$ cat config.mk
export PLATFORM = sky130hd
export DESIGN_NAME = axi_mem_slave
export DESIGN_NICKNAME = d
export VERILOG_FILES = /design/src/rtl/axi_mem_slave.sv
export SDC_FILE = /design/constraint.sdc
export NUM_CORES = 1
export LEC_CHECK = 0
export ABC_AREA = 1
export BUFFER_PORTS_ARGS = -buffer_cell sky130_fd_sc_hd__buf_2
export CAP_MARGIN = 10
export CORE_AREA = 4 4 279 281
export DETAILED_ROUTE_END_ITERATION = 6
export DIE_AREA = 0 0 283 285
export PLACE_DENSITY = 0.63
export SYNTH_ARGS = -nofsm -noshare
export SYNTH_HDL_FRONTEND = slang
export SYNTH_SLANG_ARGS = --single-unit
$ cat constraint.sdc
create_clock -name clk -period 16.65 [get_ports clk]
set_input_delay 1.665 -clock clk [delete_from_list [all_inputs] [get_ports clk]]
set_output_delay 1.665 -clock clk [all_outputs]
set_load 0.01 [all_outputs]
$ cat src/rtl/axi_mem_slave.sv
// axi_mem_slave: single-beat AXI-style memory slave, 2^DEPTH_LOG2 x 32-bit words.
// Independent read and write FSMs; every output is driven from a flop.
// Optional build macro AXI_MEM_SLAVE_WAIT_STATE_EN adds one wait cycle to the
// read path (R_WAIT) and one to the write commit (W_COMMIT held two cycles).
module axi_mem_slave #(
    parameter int DEPTH_LOG2 = 4
) (
    input  logic        clk,
    input  logic        reset,
    // read address channel
    input  logic        ARVALID,
    output logic        ARREADY,
    input  logic [31:0] ARADDR,
    // read data channel
    output logic        RVALID,
    input  logic        RREADY,
    output logic [31:0] RDATA,
    // write address channel
    input  logic        AWVALID,
    output logic        AWREADY,
    input  logic [31:0] AWADDR,
    // write data channel
    input  logic        WVALID,
    output logic        WREADY,
    input  logic [31:0] WDATA,
    // write response channel
    output logic        BVALID,
    input  logic        BREADY
);

    localparam int DEPTH = 1 << DEPTH_LOG2;

    // R_WAIT is only reachable when the wait-state build is enabled
    typedef enum logic [1:0] {
        R_IDLE = 2'd0,
        R_WAIT = 2'd1,
        R_DATA = 2'd2
    } r_state_e;

    typedef enum logic [1:0] {
        W_IDLE   = 2'd0,
        W_COMMIT = 2'd1,
        W_RESP   = 2'd2
    } w_state_e;

    logic [31:0] mem_q [DEPTH];

    // read path state
    r_state_e              r_state_q, r_state_d;
    logic                  arready_q, arready_d;
    logic                  rvalid_q, rvalid_d;
    logic [31:0]           rdata_q, rdata_d;
    logic                  ar_hs_s;
    logic [DEPTH_LOG2-1:0] ar_idx_s;

    // write path state
    w_state_e              w_state_q, w_state_d;
    logic                  awready_q, awready_d;
    logic                  wready_q, wready_d;
    logic                  bvalid_q, bvalid_d;
    logic                  aw_done_q, aw_done_d;
    logic                  w_done_q, w_done_d;
    logic [DEPTH_LOG2-1:0] aw_idx_q, aw_idx_d;
    logic [31:0]           wdata_q, wdata_d;
    logic                  aw_hs_s;
    logic                  w_hs_s;
    logic                  commit_s;
`ifdef AXI_MEM_SLAVE_WAIT_STATE_EN
    logic                  wcnt_q, wcnt_d;
`endif

    // address bits outside the word index are deliberately ignored (aliasing)
    logic unused_addr_s;
    assign unused_addr_s = ^{ARADDR[31:DEPTH_LOG2+2], ARADDR[1:0],
                             AWADDR[31:DEPTH_LOG2+2], AWADDR[1:0]};

    assign ar_idx_s = ARADDR[DEPTH_LOG2+1:2];
    assign ar_hs_s  = ARVALID & arready_q;
    assign aw_hs_s  = AWVALID & awready_q;
    assign w_hs_s   = WVALID & wready_q;

    assign ARREADY = arready_q;
    assign RVALID  = rvalid_q;
    assign RDATA   = rdata_q;
    assign AWREADY = awready_q;
    assign WREADY  = wready_q;
    assign BVALID  = bvalid_q;

    // Read FSM next state: latch data on AR handshake, hold it until R handshake
    always_comb begin
        r_state_d = r_state_q;
        arready_d = arready_q;
        rvalid_d  = rvalid_q;
        rdata_d   = rdata_q;
        case (r_state_q)
            R_IDLE: begin
                if (ar_hs_s) begin
                    // sampled before any same-edge commit, so a colliding
                    // write is not visible to this read
                    rdata_d   = mem_q[ar_idx_s];
                    arready_d = 1'b0;
`ifdef AXI_MEM_SLAVE_WAIT_STATE_EN
                    r_state_d = R_WAIT;
`else
                    r_state_d = R_DATA;
                    rvalid_d  = 1'b1;
`endif
                end else begin
                    r_state_d = R_IDLE;
                end
            end
`ifdef AXI_MEM_SLAVE_WAIT_STATE_EN
            R_WAIT: begin
                r_state_d = R_DATA;
                rvalid_d  = 1'b1;
            end
`endif
            R_DATA: begin
                if (RREADY) begin
                    rvalid_d  = 1'b0;
                    arready_d = 1'b1;
                    r_state_d = R_IDLE;
                end else begin
                    r_state_d = R_DATA;
                end
            end
            default: begin
                r_state_d = R_IDLE;
                arready_d = 1'b1;
                rvalid_d  = 1'b0;
            end
        endcase
    end

    // Read FSM registers
    always_ff @(posedge clk or posedge reset) begin
        if (reset) begin
            r_state_q <= R_IDLE;
            arready_q <= 1'b1;
            rvalid_q  <= 1'b0;
            rdata_q   <= 32'h0000_0000;
        end else begin
            r_state_q <= r_state_d;
            arready_q <= arready_d;
            rvalid_q  <= rvalid_d;
            rdata_q   <= rdata_d;
        end
    end

    // Write FSM next state: capture AW and W in any order, commit, then respond
    always_comb begin
        w_state_d = w_state_q;
        awready_d = awready_q;
        wready_d  = wready_q;
        bvalid_d  = bvalid_q;
        aw_done_d = aw_done_q;
        w_done_d  = w_done_q;
        aw_idx_d  = aw_idx_q;
        wdata_d   = wdata_q;
        commit_s  = 1'b0;
`ifdef AXI_MEM_SLAVE_WAIT_STATE_EN
        wcnt_d    = wcnt_q;
`endif
        case (w_state_q)
            W_IDLE: begin
                if (aw_hs_s) begin
                    aw_idx_d  = AWADDR[DEPTH_LOG2+1:2];
                    aw_done_d = 1'b1;
                    awready_d = 1'b0;
                end else begin
                    aw_done_d = aw_done_q;
                end
                if (w_hs_s) begin
                    wdata_d  = WDATA;
                    w_done_d = 1'b1;
                    wready_d = 1'b0;
                end else begin
                    w_done_d = w_done_q;
                end
                if (aw_done_d && w_done_d) begin
                    w_state_d = W_COMMIT;
`ifdef AXI_MEM_SLAVE_WAIT_STATE_EN
                    wcnt_d    = 1'b0;
`endif
                end else begin
                    w_state_d = W_IDLE;
                end
            end
            W_COMMIT: begin
`ifdef AXI_MEM_SLAVE_WAIT_STATE_EN
                if (wcnt_q == 1'b0) begin
                    wcnt_d    = 1'b1;
                    w_state_d = W_COMMIT;
                end else begin
                    commit_s  = 1'b1;
                    bvalid_d  = 1'b1;
                    w_state_d = W_RESP;
                end
`else
                commit_s  = 1'b1;
                bvalid_d  = 1'b1;
                w_state_d = W_RESP;
`endif
            end
            W_RESP: begin
                if (BREADY) begin
                    bvalid_d  = 1'b0;
                    awready_d = 1'b1;
                    wready_d  = 1'b1;
                    aw_done_d = 1'b0;
                    w_done_d  = 1'b0;
                    w_state_d = W_IDLE;
                end else begin
                    w_state_d = W_RESP;
                end
            end
            default: begin
                w_state_d = W_IDLE;
                awready_d = 1'b1;
                wready_d  = 1'b1;
                bvalid_d  = 1'b0;
                aw_done_d = 1'b0;
                w_done_d  = 1'b0;
            end
        endcase
    end

    // Write FSM registers; reset drops any half-captured transaction
    always_ff @(posedge clk or posedge reset) begin
        if (reset) begin
            w_state_q <= W_IDLE;
            awready_q <= 1'b1;
            wready_q  <= 1'b1;
            bvalid_q  <= 1'b0;
            aw_done_q <= 1'b0;
            w_done_q  <= 1'b0;
            aw_idx_q  <= '0;
            wdata_q   <= 32'h0000_0000;
`ifdef AXI_MEM_SLAVE_WAIT_STATE_EN
            wcnt_q    <= 1'b0;
`endif
        end else begin
            w_state_q <= w_state_d;
            awready_q <= awready_d;
            wready_q  <= wready_d;
            bvalid_q  <= bvalid_d;
            aw_done_q <= aw_done_d;
            w_done_q  <= w_done_d;
            aw_idx_q  <= aw_idx_d;
            wdata_q   <= wdata_d;
`ifdef AXI_MEM_SLAVE_WAIT_STATE_EN
            wcnt_q    <= wcnt_d;
`endif
        end
    end

    // Memory array: cleared on reset, written on the commit edge
    always_ff @(posedge clk or posedge reset) begin
        if (reset) begin
            for (int i = 0; i < DEPTH; i++) begin
                mem_q[i] <= 32'h0000_0000;
            end
        end else begin
            if (commit_s) begin
                mem_q[aw_idx_q] <= wdata_q;
            end
        end
    end

endmodule

==> out/metrics.sh, run 1 <==
RUN_STATUS='finished clean'
REPORT.FINAL.SETUP_VIOL=0
GROUTE.USAGE.OVERALL=0.175
MIN_PERIOD_OVER_PERIOD=0.267
FINALHOLDVIOLATIONS=0
CTSHTREEMAXLEVEL=2
GRT_FIRST_PASS_WIRELENGTH_UM=114000
AVGSYNTHCELLAREA_UM2=8.23
WIRELENGTH_UM=71400
FINAL-MAX-SLEW-VIOLATION-COUNT=0
GLOBALROUTEOVERFLOWTOTAL=0
LAYOUT_COMMONEST_CELL='sky130_fd_sc_hd__nand2_1'
UTILIZATION=0.385
TIMING.CRITICAL_PATH.ARRIVAL_NS=4.99
SETUP_REPAIR_AFTER_GLOBAL_ROUTING_MISSED_ITS_MARGIN='false'
POSTROUTEANTENNANETS=0
POST_DRT_VIA_CELL_RATIO=5.01
VDD_DROP_MAX_mV=0.0787
FIRST_GLOBAL_VIAS=19900
TOP_LEVEL_PORTS=140
CLKTRANSATPATHREGS_NS=0.06
DIE_WIDTH_UM=283
DRT-PASS1-ITER-COUNT=6
YOSYSUNIQUECELLTYPES=22
PEAK_FREQ_MHz=225
ROUTED-VIA-COUNT=20700
DIE_H_UM=285
POWER_PER_CELL_AREA_nW_PER_UM2=170
BUFFER_PORTS.INSERTED=83
FINAL.HOLD.WORST_SLACK_NS=0.473
ROOT_BUFFER='sky130_fd_sc_hd__clkbuf_16'
MAPPEDNETLISTAREA_UM2=26200
TIMING.SLEW.HEADROOM=0.222
POSTCTSSETUPBUFFERS=0
TIMING.SETUP.CRITICAL_PATH_CLASS='in2reg'
CTS_RESIZED=0
CRITICAL_PATH.STARTPOINT_TYPE='input port'
DIE_AREA_UM2=80700
SYNTH_FP_NETS=3286
CRITICAL_PATH.STARTPOINT='ARADDR[2]'
MAX_CAP_VIOLATIONS=0
FINALWEIGHTEDCONGESTION=0.710
POST-DP-HPWL_UM=34800
FP-ROW-COUNT=101
POWER_W=0.00492
GRT_ANTENNA_BEFORE_REPAIR=4
WORST_HOLD_PATH_TYPE='reg2reg'
POST-ROUTE-MIN-PERIOD_NS=4.45
MAX_SLEW.WORST_PIN.SLEW_NS=1.17
POST_DP_CELL_AREA_UM2=27000
SHARE_OF_POST_ROUTE_CELLS_WITH_DRIVE_STRENGTH_ABOVE_1=0.0887
DRT-INITIAL-DRC-COUNT=1786
YOSYS_REGISTER_BITS=590
HOLD_BUFFERS=0
END_KIND='flip-flop'
CLOCK_PATH_BUFFERS=3
SYNTH-SEQ-AREA-SHARE=0.564
SYNTHTOLAYOUTAREAGROWTH_PCT=10.8
MAXIMUM_NUMBER_OF_PINS_ON_ONE_NET_BEFORE_GLOBAL_ROUTE_REPAIR=166
WORSTPATHREQUIRED_NS=17.19
INITIAL_CORE_UTIL=0.347
ROUTED_WIRE_LENGTH_PER_INSTANCE_UM=17.3
PLACEABLECOREAREA_UM2=75400
CTS.SINKS=590
CLOCK_SKEW_NS=0.0201
DESIGN_AREA_UM2=29000
CRITICAL_PATH.REG2REG.STARTPOINT='w_state_q[0]$_DFF_PP0_'
CTS_MADE_BUFFERS=59
NETLIST_INSTANCES=3183
WORSTHOLDSTART='RDATA[26]$_DFFE_PP0P_'
POWER_LEAKAGE_nW=13.9
MOST-COMMON-LAYOUT-CELLS='sky130_fd_sc_hd__nand2_1 (1,291), sky130_fd_sc_hd__dfrtp_1 (587), sky130_fd_sc_hd__nand3_1 (388)'
DESIGN.FINAL.NETS=3212
TRITONCTS_CLOCK_TREE='done'
CLOCK_LATENCY_NS=0.62
REMAINING_DRC_ERRORS=0
SETUP-TNS-FINAL_NS=0
SYNTHESIS.YOSYS.WARNINGS=0
CRIT_PATH_MAX_FANOUT=159
-- synthesized netlist by cell type --
library cell	number	area share
sky130_fd_sc_hd__buf_1	21	0.0030
sky130_fd_sc_hd__inv_1	47	0.0067
sky130_fd_sc_hd__or2_1	1	0.00024
sky130_fd_sc_hd__nand3_1	390	0.075
sky130_fd_sc_hd__nor3_4	4	0.0025
sky130_fd_sc_hd__inv_2	1	0.00014
sky130_fd_sc_hd__clkbuf_1	155	0.022
sky130_fd_sc_hd__o21a_1	1	0.00029
sky130_fd_sc_hd__a21oi_1	39	0.0075
sky130_fd_sc_hd__o21ai_0	386	0.074
sky130_fd_sc_hd__nand3b_1	1	0.00029
sky130_fd_sc_hd__buf_6	21	0.0090
sky130_fd_sc_hd__o21ai_1	85	0.016
sky130_fd_sc_hd__nand2_2	12	0.0029
sky130_fd_sc_hd__dfstp_2	3	0.0030
sky130_fd_sc_hd__nor2_1	41	0.0059
sky130_fd_sc_hd__dfrtp_1	587	0.56
sky130_fd_sc_hd__o21ai_2	43	0.014
sky130_fd_sc_hd__buf_2	46	0.0088
sky130_fd_sc_hd__nand2_4	4	0.0017
sky130_fd_sc_hd__buf_4	4	0.0011
sky130_fd_sc_hd__nand2_1	1291	0.19
-- logic make-up after synthesis --
kind of cell,synth area share
flops,0.564
compound gates,0.112
simple gates,0.273
buf+inv,0.0511
-- routing by layer --
| metal | routed length [µm] | global-route usage | vias up |
|---|---|---|---|
| li1 | - | - | 10200 |
| met1 | 32500 | 0.235 | 9974 |
| met2 | 33900 | 0.301 | 483 |
| met3 | 3640 | 0.0264 | 92 |
| met4 | 1330 | 0.0388 | 6 |
| met5 | 34 | 0 | - |
-- final timing paths --
check                                               to  slack [ns]  cells after the start
worst max-delay path             RDATA[18]$_DFFE_PP0P_       12.20                     11
worst min-delay path             RDATA[26]$_DFFE_PP0P_        0.47                      2
max in group asynchronous       mem_q[366]$_DFFE_PP0P_       12.98                      5
min in group asynchronous       mem_q[119]$_DFFE_PP0P_        1.07                      2
worst max register to register  mem_q[207]$_DFFE_PP0P_       14.21                      7
worst min register to register   RDATA[26]$_DFFE_PP0P_        0.47                      2
-- final cells by class --
class | instances | area, µm²
fill | 7717 | 46400
sequential | 590 | 14800
multi-input combinational | 2298 | 10100
clock buffer | 90 | 1790
tap | 978 | 1220
timing repair buffer | 112 | 672
clock inverter | 18 | 272
inverter | 48 | 194
antenna | 2 | 5.00
-- critical path: stages --
cell	delay, ns
sky130_fd_sc_hd__clkbuf_8	0.42
sky130_fd_sc_hd__inv_8	0.91
sky130_fd_sc_hd__buf_4	1.02
sky130_fd_sc_hd__nand2_1	0.10
sky130_fd_sc_hd__nand3_1	0.12
sky130_fd_sc_hd__nand3_1	0.09
sky130_fd_sc_hd__nand2_1	0.11
sky130_fd_sc_hd__nand2_1	0.05
sky130_fd_sc_hd__nand2_1	0.17
sky130_fd_sc_hd__nand2_1	0.07
sky130_fd_sc_hd__nand2_1	0.09
-- flip-flops by register name (all words and copies together) (netlist names) --
register and count:
w_state_q 2, AWREADY 1, mem_q 512, BVALID 1, RVALID 1, wdata_q 32
r_state_q 1, w_done_q 1, aw_idx_q 4, ARREADY 1, WREADY 1, RDATA 32
aw_done_q 1
-- power by group --
part | internal, W | switching [W] | total, W
logic | 0.000428 | 0.000803 | 0.00123
registers | 0.00201 | 0.000280 | 0.00229
clock network | 0.000843 | 0.000559 | 0.00140
-- per-stage QoR --
step           cells  worst slack (ns)
2_1_floorplan   3183              6.94
5_1_grt         4134             11.93
4_1_cts         4134             12.27
3_3_place_gp    4026             11.61
6_report        4136             12.20
3_5_place_dp    4026             11.64
No activity file was read; power rests on OpenSTA's default activity.
==> run 2: changes to the inputs <==
--- a/config.mk
+++ b/config.mk
@@ -11,7 +11,7 @@
 export CORE_AREA = 4 4 279 281
 export DETAILED_ROUTE_END_ITERATION = 6
 export DIE_AREA = 0 0 283 285
-export PLACE_DENSITY = 0.63
+export PLACE_DENSITY = 0.61
 export SYNTH_ARGS = -nofsm -noshare
 export SYNTH_HDL_FRONTEND = slang
 export SYNTH_SLANG_ARGS = --single-unit
==> constraint.sdc (replaced) <==
create_clock -name clk -period 4.6 [get_ports clk]
set_input_delay 0.46 -clock clk [delete_from_list [all_inputs] [get_ports clk]]
set_output_delay 0.46 -clock clk [all_outputs]
set_load 0.01 [all_outputs]
==> run 2 against run 1 <==
Die area unchanged. Total power grew to 3.6 times the previous value. Global-route usage up 0.50 points. Critical path depth is 4 lower. Flip-flop and latch count unchanged. Worst setup slack lost 10 ns. Largest cell class unchanged. Largest power group unchanged.
==> out/metrics.sh, run 2 (synthesis gave the netlist of run 1 again) <==
CRITICAL_PATH.CELL_CHAIN='inv_1 > or2_1 > nor3_4 > nand2_2 > buf_4 > nand2_1 > o21ai_0'
SETUP_REPAIR_AFTER_GLOBAL_ROUTING_MISSED_ITS_MARGIN='false'
MAX_CAP_VIOLATIONS=0  # unchanged
SYNTHTOLAYOUTAREAGROWTH_PCT=11.3
DIE_AREA_UM2=80700  # unchanged
POST_DRT_VIA_CELL_RATIO=5.02  # +0.11%
WORSTPATHREQUIRED_NS=5.07  # -12.12 ns
TIMING.SETUP.CRITICAL_PATH_CLASS='reg2reg'
FINAL-MAX-SLEW-VIOLATION-COUNT=0  # unchanged
BUFFER_PORTS.INSERTED=83  # unchanged
GRT_FIRST_PASS_WIRELENGTH_UM=117000  # +3.0%
DRT-PASS1-ITER-COUNT=5  # -1
ROOT_BUFFER='sky130_fd_sc_hd__clkbuf_16'
CLOCK_SKEW_NS=0.0138  # -0.00635 ns
MET2_LENGTH_UM=33900  # -0.18%
LAYOUT_COMMONEST_CELL='sky130_fd_sc_hd__nand2_1'
CLKTRANSATPATHREGS_NS=0.06  # about the same
TRITONCTS_CLOCK_TREE='done'
FINAL.HOLD.WORST_SLACK_NS=0.0134  # -0.460 ns
ROUTED_WIRE_LENGTH_PER_INSTANCE_UM=17.6  # +1.7%
DRT-INITIAL-DRC-COUNT=1776  # -0.56%
CTS_MADE_BUFFERS=59  # unchanged
FINALWEIGHTEDCONGESTION=0.719  # +1.2%
PEAK_FREQ_MHz=372
INITIAL_CORE_UTIL=0.347  # unchanged
POST-DP-HPWL_UM=37500  # +7.7%
POST-ROUTE-MIN-PERIOD_NS=2.69
CRITICAL_PATH.REG2REG.STARTPOINT='w_state_q[0]$_DFF_PP0_'
MOST-COMMON-LAYOUT-CELLS='sky130_fd_sc_hd__nand2_1 (1,291), sky130_fd_sc_hd__dfrtp_1 (587), sky130_fd_sc_hd__nand3_1 (388)'
PLACED_CELLS_INCL_TAPS=4032  # +0.15%
CRIT_PATH_MAX_FANOUT=47  # -70%
END_KIND='flip-flop'
CLOCK_LATENCY_NS=0.62  # about the same
POST_DP_CELL_AREA_UM2=27100  # +0.51%
WORST_HOLD_PATH_TYPE='in2async'
POWER_PER_CELL_AREA_nW_PER_UM2=612  # +260%
DP_SLACK_NS=1.75  # -9.89 ns
REPORT.FINAL.SETUP_VIOL=0  # unchanged
GROUTE.USAGE.OVERALL=0.180  # +0.00501
REGMOSTFLOPS='mem_q'
MAXIMUM_NUMBER_OF_PINS_ON_ONE_NET_BEFORE_GLOBAL_ROUTE_REPAIR=149  # -10%
CRITPATHTOPFAMILY='simple AND/OR/NAND/NOR gates'
FP-ROW-COUNT=101  # unchanged
TIMING.SLEW.HEADROOM=0.221  # -0.00141
RUN_STATUS='finished clean'
REMAINING_DRC_ERRORS=0  # unchanged
MAX_SLEW.WORST_PIN.SLEW_NS=1.16  # -0.00202 ns
WL_MET3_UM=3460  # -4.8%
WIRELENGTH_UM=72700  # +1.8%
TIMING.CRITICAL_PATH.ARRIVAL_NS=3.16  # -1.83 ns
MIN_PERIOD_OVER_PERIOD=0.585
ROUTED-VIA-COUNT=20800  # +0.23%
FINALHOLDVIOLATIONS=0  # unchanged
VDD_DROP_MAX_mV=0.270  # +240%
DESIGN.FINAL.NETS=3219  # +0.22%
POWER_W=0.0178  # +260%
TOP_LEVEL_PORTS=140  # unchanged
WORST-R2R-CELL-COUNT=7  # unchanged
POST-ROUTE-WORST-SETUP-SLACK_NS=1.91  # -10.29 ns
SLOWEST_STAGE='sky130_fd_sc_hd__nand2_2'
SHARE_OF_POST_ROUTE_CELLS_WITH_DRIVE_STRENGTH_ABOVE_1=0.0901  # +0.00141
POWER_LEAKAGE_nW=14.0  # +0.44%
FIRST_GLOBAL_VIAS=20100  # +1.1%
DIE_WIDTH_UM=283  # unchanged
GRT_ANTENNA_BEFORE_REPAIR=1  # -3
PLACEABLECOREAREA_UM2=75400  # unchanged
CTS.SINKS=590  # unchanged
POSTROUTEANTENNANETS=0  # unchanged
FINAL_CELLS=4141  # +0.12%
GLOBALROUTEOVERFLOWTOTAL=0  # unchanged
ROUTE.TOP_LAYER_USED='met4'
WORST-PATH-BUF-INV=2  # -1
CTSHTREEMAXLEVEL=2  # unchanged
POSTCTSSETUPBUFFERS=0  # unchanged
CRITICAL_PATH.STARTPOINT_TYPE='flip-flop'
LARGEST_REGISTER_FFS=512  # unchanged
WORST_R2R_ENDPOINT='mem_q[158]$_DFFE_PP0P_'
CLOCK_PATH_BUFFERS=3  # unchanged
DIE_H_UM=285  # unchanged
WORST_PATH_LARGEST_CELL_DELAY_NS=0.71  # -0.31 ns
DESIGN_AREA_UM2=29200  # +0.44%
WIRELENGTH_MET1_UM=33400  # +2.9%
FF2FF_SETUP_SLACK_NS=1.91  # -12.30 ns
run 2: cell count changes in the layout (fill, tap and decap cells not counted), sizes merged:
cell | before | now
dlygate4sd3 | 0 | 1
inv | 48 | 46
buf | 111 | 117
diode | 2 | 1
bufinv | 7 | 6
clkinvlp | 2 | 1
clkinv | 9 | 10
clkbuf | 91 | 93
run 2: area by class of cell:
cell class	instances	area (µm²)
Antenna cell	1	2.50
Clock buffer	92	1810
Clock inverter	15	225
Fill cell	7659	46300
Inverter	48	199
Multi-Input combinational cell	2298	10100
Sequential cell	590	14800
Tap cell	978	1220
Timing Repair Buffer	119	815
run 2: worst max-delay path by stage:
stage	start	end	slack, ns	depth (start not counted)
final	w_state_q[0]$_DFF_PP0_	mem_q[158]$_DFFE_PP0P_	1.91	7
after global placement	ARADDR[2]	RDATA[3]$_DFFE_PP0P_	1.75	11
after CTS	w_state_q[0]$_DFF_PP0_	mem_q[154]$_DFFE_PP0P_	1.87	7
after floorplan	reset	BVALID$_DFFE_PP0P_	-3.90	1
after global routing	w_state_q[0]$_DFF_PP0_	mem_q[478]$_DFFE_PP0P_	1.70	7
after detailed placement	ARADDR[2]	RDATA[3]$_DFFE_PP0P_	1.75	11
run 2: timing repair:
item                                   CTS  global route
hold buffers                             1             0
endpoints found under the hold margin    1             0
resized for setup                        0             0
run 2: worst register-to-register path: stages (launching register included):
cell                      delay (ns)
sky130_fd_sc_hd__dfrtp_1        0.37
sky130_fd_sc_hd__inv_1          0.06
sky130_fd_sc_hd__or2_1          0.39
sky130_fd_sc_hd__nor3_4         0.32
sky130_fd_sc_hd__nand2_2        0.71
sky130_fd_sc_hd__buf_4          0.53
sky130_fd_sc_hd__nand2_1        0.09
sky130_fd_sc_hd__o21ai_0        0.08
run 2: per-layer routing:
| layer | track usage | up-vias |
|---|---|---|
| met4 | 0.0526 | 0 |
| met2 | 0.300 | 482 |
| met3 | 0.0244 | 97 |
| li1 | - | 10200 |
| met5 | 0 | - |
| met1 | 0.247 | 10000 |
run 2: power by group:
| group | leakage (nW) | switching [W] | internal [W] |
|---|---|---|---|
| registers | 7.69 | 0.00103 | 0.00727 |
| clock network | 1.01 | 0.00204 | 0.00302 |
| logic | 5.28 | 0.00291 | 0.00157 |
| total | 14.0 | 0.00598 | 0.0119 |
run 2: per-stage QoR:
stage / utilization / setup TNS [ns]
floorplan: - / -2294.74
global placement: 0.359 / 0
global route: 0.386 / 0
CTS: 0.386 / 0
detailed placement: 0.359 / 0
finish: 0.386 / 0
==> run 3: changes to the inputs <==
--- a/config.mk
+++ b/config.mk
@@ -5,12 +5,12 @@
 export SDC_FILE = /design/constraint.sdc
 export NUM_CORES = 1
 export LEC_CHECK = 0
-export ABC_AREA = 1
+export ABC_AREA = 0
 export BUFFER_PORTS_ARGS = -buffer_cell sky130_fd_sc_hd__buf_2
 export CAP_MARGIN = 10
-export CORE_AREA = 4 4 279 281
+export CORE_AREA = 4 4 278 280
 export DETAILED_ROUTE_END_ITERATION = 6
-export DIE_AREA = 0 0 283 285
+export DIE_AREA = 0 0 282 284
 export PLACE_DENSITY = 0.61
 export SYNTH_ARGS = -nofsm -noshare
 export SYNTH_HDL_FRONTEND = slang
==> constraint.sdc (replaced) <==
create_clock -name clk -period 2.7 [get_ports clk]
set_input_delay 0.27 -clock clk [delete_from_list [all_inputs] [get_ports clk]]
set_output_delay 0.27 -clock clk [all_outputs]
set_load 0.01 [all_outputs]
==> run 3 against run 2 <==
Final cell count shrank 30%. Via count down 27%. Routed wire length decreased by 11%. Sequential share of layout area decreased by 2.0 points. Utilization rose by 2.1 points. Clock power is 65% higher. Critical path type unchanged. Clock-buffer cell count up 1. Area after synthesis decreased by 0.44%. Flip-flop and latch count unchanged. Clock skew up 0.0018 ns.
==> out/metrics.sh, run 3 <==
RUN_STATUS='finished clean'
CLOCK_SKEW_NS=0.0156  # +0.00185 ns
DESIGN_AREA_UM2=30300  # +4.1%
FF2FF_SETUP_SLACK_NS=0.61  # -1.30 ns
CLOCK_LATENCY_NS=0.62  # about the same
INITIAL_CORE_UTIL=0.350  # +0.00309
POST_DP_CELL_AREA_UM2=27900  # +3.0%
TOP_LEVEL_PORTS=140  # unchanged
POWER_PER_CELL_AREA_nW_PER_UM2=638  # +4.3%
WORST_PATH_LARGEST_CELL_DELAY_NS=0.44  # -0.27 ns
SLOWEST_STAGE='sky130_fd_sc_hd__dfrtp_1'
PLACEABLECOREAREA_UM2=74400  # -1.3%
LARGEST_REGISTER_FFS=512  # unchanged
GRT_ANTENNA_BEFORE_REPAIR=0  # -1
MAPPEDNETLISTAREA_UM2=26100  # -0.44%
ASYNC_SET_OR_RESET_FLOP_FRACTION_IN_THE_SYNTHESIZED_NETLIST=1.00  # unchanged
CRITICAL_PATH.STARTPOINT_TYPE='flip-flop'
YOSYS-TOP-CELLS-COUNT='sky130_fd_sc_hd__dfrtp_1 (587), sky130_fd_sc_hd__mux2_2 (536), sky130_fd_sc_hd__mux2i_1 (132), sky130_fd_sc_hd__nand2_1 (68), sky130_fd_sc_hd__clkbuf_1 (65)'
SYNTH_AREA_LEADER_CELL='sky130_fd_sc_hd__dfrtp_1'
CLOCK_PATH_BUFFERS=3  # unchanged
CTS.SINKS=590  # unchanged
TIMING.SLEW.HEADROOM=0.441  # +0.220
WORSTPATHREQUIRED_NS=3.20  # -1.87 ns
END_KIND='flip-flop'
WIRELENGTH_UM=64600  # -11%
TRITONCTS_CLOCK_TREE='done'
SYNTH_MOST_COMMON_CELL='sky130_fd_sc_hd__dfrtp_1'
ROUTED_WIRE_LENGTH_PER_INSTANCE_UM=22.4  # +27%
YOSYS-TOP-CELLS-AREA='sky130_fd_sc_hd__dfrtp_1 (56%), sky130_fd_sc_hd__mux2_2 (23%), sky130_fd_sc_hd__mux4_2 (5.4%)'
DESIGN.FINAL.NETS=1977  # -39%
FINAL.HOLD.WORST_SLACK_NS=0.282  # +0.269 ns
MIN_PERIOD_OVER_PERIOD=0.772  # +0.188
YOSYS_MOST_USED_DFF='sky130_fd_sc_hd__dfrtp_1'
PEAK_FREQ_MHz=480  # +29%
GRT_FIRST_PASS_WIRELENGTH_UM=101000  # -14%
CTSHTREEMAXLEVEL=2  # unchanged
POST-ROUTE-MIN-PERIOD_NS=2.09  # -0.604 ns
ANTENNADIODECOUNT=0  # -1
NETLIST_INSTANCES=1771  # -44%
DIE_WIDTH_UM=282  # -0.35%
DIE_H_UM=284  # -0.35%
LAYOUT_COMMONEST_CELL='sky130_fd_sc_hd__dfrtp_1'
MAX_SLEW.WORST_PIN.SLEW_NS=0.837  # -0.328 ns
TIMING.CRITICAL_PATH.ARRIVAL_NS=2.58  # -0.58 ns
FINALHOLDVIOLATIONS=0  # unchanged
GROUTE.USAGE.OVERALL=0.163  # -0.0172
SHARE_OF_POST_ROUTE_CELLS_WITH_DRIVE_STRENGTH_ABOVE_1=0.452  # +0.361
ROUTED-VIA-COUNT=15200  # -27%
SYNTH_TOP_AREA_SHARE=0.563  # +0.00250
DRT-PASS1-ITER-COUNT=5  # unchanged
CTS_MADE_BUFFERS=60  # +1.7%
POSTROUTEANTENNANETS=0  # unchanged
SYNTHTOLAYOUTAREAGROWTH_PCT=16.4
SYNTH-SEQ-AREA-SHARE=0.566  # +0.00252
ROOT_BUFFER='sky130_fd_sc_hd__clkbuf_16'
GLOBALROUTEOVERFLOWTOTAL=0  # unchanged
FIRST_GLOBAL_VIAS=16400  # -19%
SYNTH-EDFF-COUNT=0  # unchanged
BUFFER_PORTS.INSERTED=83  # unchanged
POST-DP-HPWL_UM=37800  # +0.73%
WORST-PATH-BUF-INV=1  # -1
POST_DRT_VIA_CELL_RATIO=5.25  # +4.7%
DRT-INITIAL-DRC-COUNT=998  # -44%
FP-ROW-COUNT=100  # -0.99%
SYNTH_FP_NETS=1874  # -43%
CLKTRANSATPATHREGS_NS=0.06  # about the same
SYNTHESIS.YOSYS.WARNINGS=0  # unchanged
DIE_AREA_UM2=80100  # -0.70%
POWER_LEAKAGE_nW=14.8  # +6.1%
MOST-COMMON-LAYOUT-CELLS='sky130_fd_sc_hd__dfrtp_1 (587), sky130_fd_sc_hd__mux2_2 (536), sky130_fd_sc_hd__mux2i_1 (132)'
WORST_HOLD_PATH_TYPE='in2reg'
MAXIMUM_NUMBER_OF_PINS_ON_ONE_NET_BEFORE_GLOBAL_ROUTE_REPAIR=77  # -48%
REGMOSTFLOPS='mem_q'
FINAL-MAX-SLEW-VIOLATION-COUNT=0  # unchanged
CRIT_PATH_MAX_FANOUT=32  # -32%
YOSYS_REGISTER_BITS=590  # unchanged
REMAINING_DRC_ERRORS=0  # unchanged
REPORT.FINAL.SETUP_VIOL=0  # unchanged
CRITICAL_PATH.CELL_CHAIN='nor2b_4 > nor3b_4 > and3_2 > buf_12 > mux2_2'
CRITPATHTOPFAMILY='simple AND/OR/NAND/NOR gates'
FINALWEIGHTEDCONGESTION=0.735  # +2.3%
MAX_CAP_VIOLATIONS=0  # unchanged
YOSYSUNIQUECELLTYPES=35  # +59%
TIMING.SETUP.CRITICAL_PATH_CLASS='reg2reg'
SETUP_REPAIR_AFTER_GLOBAL_ROUTING_MISSED_ITS_MARGIN='false'
VDD_DROP_MAX_mV=0.397  # +47%
AVGSYNTHCELLAREA_UM2=14.7  # +79%
## run 3: cell types whose count changed after synthesis, moves of 31 or more
cell,previous run,this run
sky130_fd_sc_hd__clkbuf_1,155,65
sky130_fd_sc_hd__a22oi_1,0,64
sky130_fd_sc_hd__mux4_2,0,62
sky130_fd_sc_hd__mux2_2,0,536
sky130_fd_sc_hd__nand2_1,1291,68
sky130_fd_sc_hd__a31oi_1,0,31
sky130_fd_sc_hd__o21ai_2,43,0
sky130_fd_sc_hd__inv_1,47,3
sky130_fd_sc_hd__o21ai_0,386,3
sky130_fd_sc_hd__o21ai_1,85,0
sky130_fd_sc_hd__nand3_1,390,2
sky130_fd_sc_hd__mux2i_1,0,132
## run 3: path summary, 6_finish.rpt
path                                               end              startpoint  cells after the start
worst min-delay path              RDATA[2]$_DFFE_PP0P_               ARADDR[4]                      4
worst max-delay path            mem_q[124]$_DFFE_PP0P_  w_state_q[0]$_DFF_PP0_                      5
max in group asynchronous       mem_q[293]$_DFFE_PP0P_                   reset                      4
worst min register to register  mem_q[107]$_DFFE_PP0P_  mem_q[107]$_DFFE_PP0P_                      1
min in group asynchronous       mem_q[429]$_DFFE_PP0P_                   reset                      3
worst max register to register  mem_q[124]$_DFFE_PP0P_  w_state_q[0]$_DFF_PP0_                      5
## run 3: per-layer routing
metal / share of wire / global-route usage
met4: 0.019 / 0.0369
met3: 0.041 / 0.0254
met1: 0.47 / 0.233
met2: 0.47 / 0.262
met5: 0 / 0
## run 3: logic make-up after synthesis
group | Yosys count | synth area share
multiplexers | 742 | 0.341
buffers and inverters | 153 | 0.0316
flip-flops | 590 | 0.566
AO/OA/AOI/OAI | 123 | 0.0315
AND/OR/NAND/NOR | 163 | 0.0297
## run 3: area by class of cell
cell class	instances	area, µm²
Clock buffer	93	1810
Clock inverter	15	180
Fill cell	6736	44100
Inverter	3	15.0
Multi-Input combinational cell	1028	10600
Sequential cell	590	14800
Tap cell	969	1210
Timing Repair Buffer	191	1800
## run 3: worst min-delay path, cell delays in order
cell                      delay [ns]
sky130_fd_sc_hd__buf_2          0.18
sky130_fd_sc_hd__nor2b_1        0.17
sky130_fd_sc_hd__a22oi_1        0.09
sky130_fd_sc_hd__a21oi_1        0.13
## run 3: stage by stage
| stage | worst slack, ns | setup TNS (ns) | cells | utilization | total power [W] |
|---|---|---|---|---|---|
| 2_1_floorplan | -5.61 | -3303.64 | 1771 | - | 0.0103 |
| 3_3_place_gp | 0.636 | 0 | 2738 | 0.375 | 0.0112 |
| 3_5_place_dp | 0.586 | 0 | 2738 | 0.375 | 0.0112 |
| 4_1_cts | 0.621 | 0 | 2889 | 0.408 | 0.0196 |
| 5_1_grt | 0.511 | 0 | 2889 | 0.408 | 0.0201 |
| 6_report | 0.615 | 0 | 2889 | 0.408 | 0.0193 |
## run 3: timing repair
action / 4_1_cts / 5_1_grt
hold endpoints to repair: 54 / 0
resized for setup: 0 / 0
setup buffers: 0 / 0
hold buffers: 43 / 0
## run 3: where the power goes
group	internal, W	switching (W)	total [W]	leakage (nW)
logic	0.000644	0.00107	0.00171	5.70
registers	0.00912	0.000181	0.00930	8.16
clock network	0.00494	0.00339	0.00833	0.978
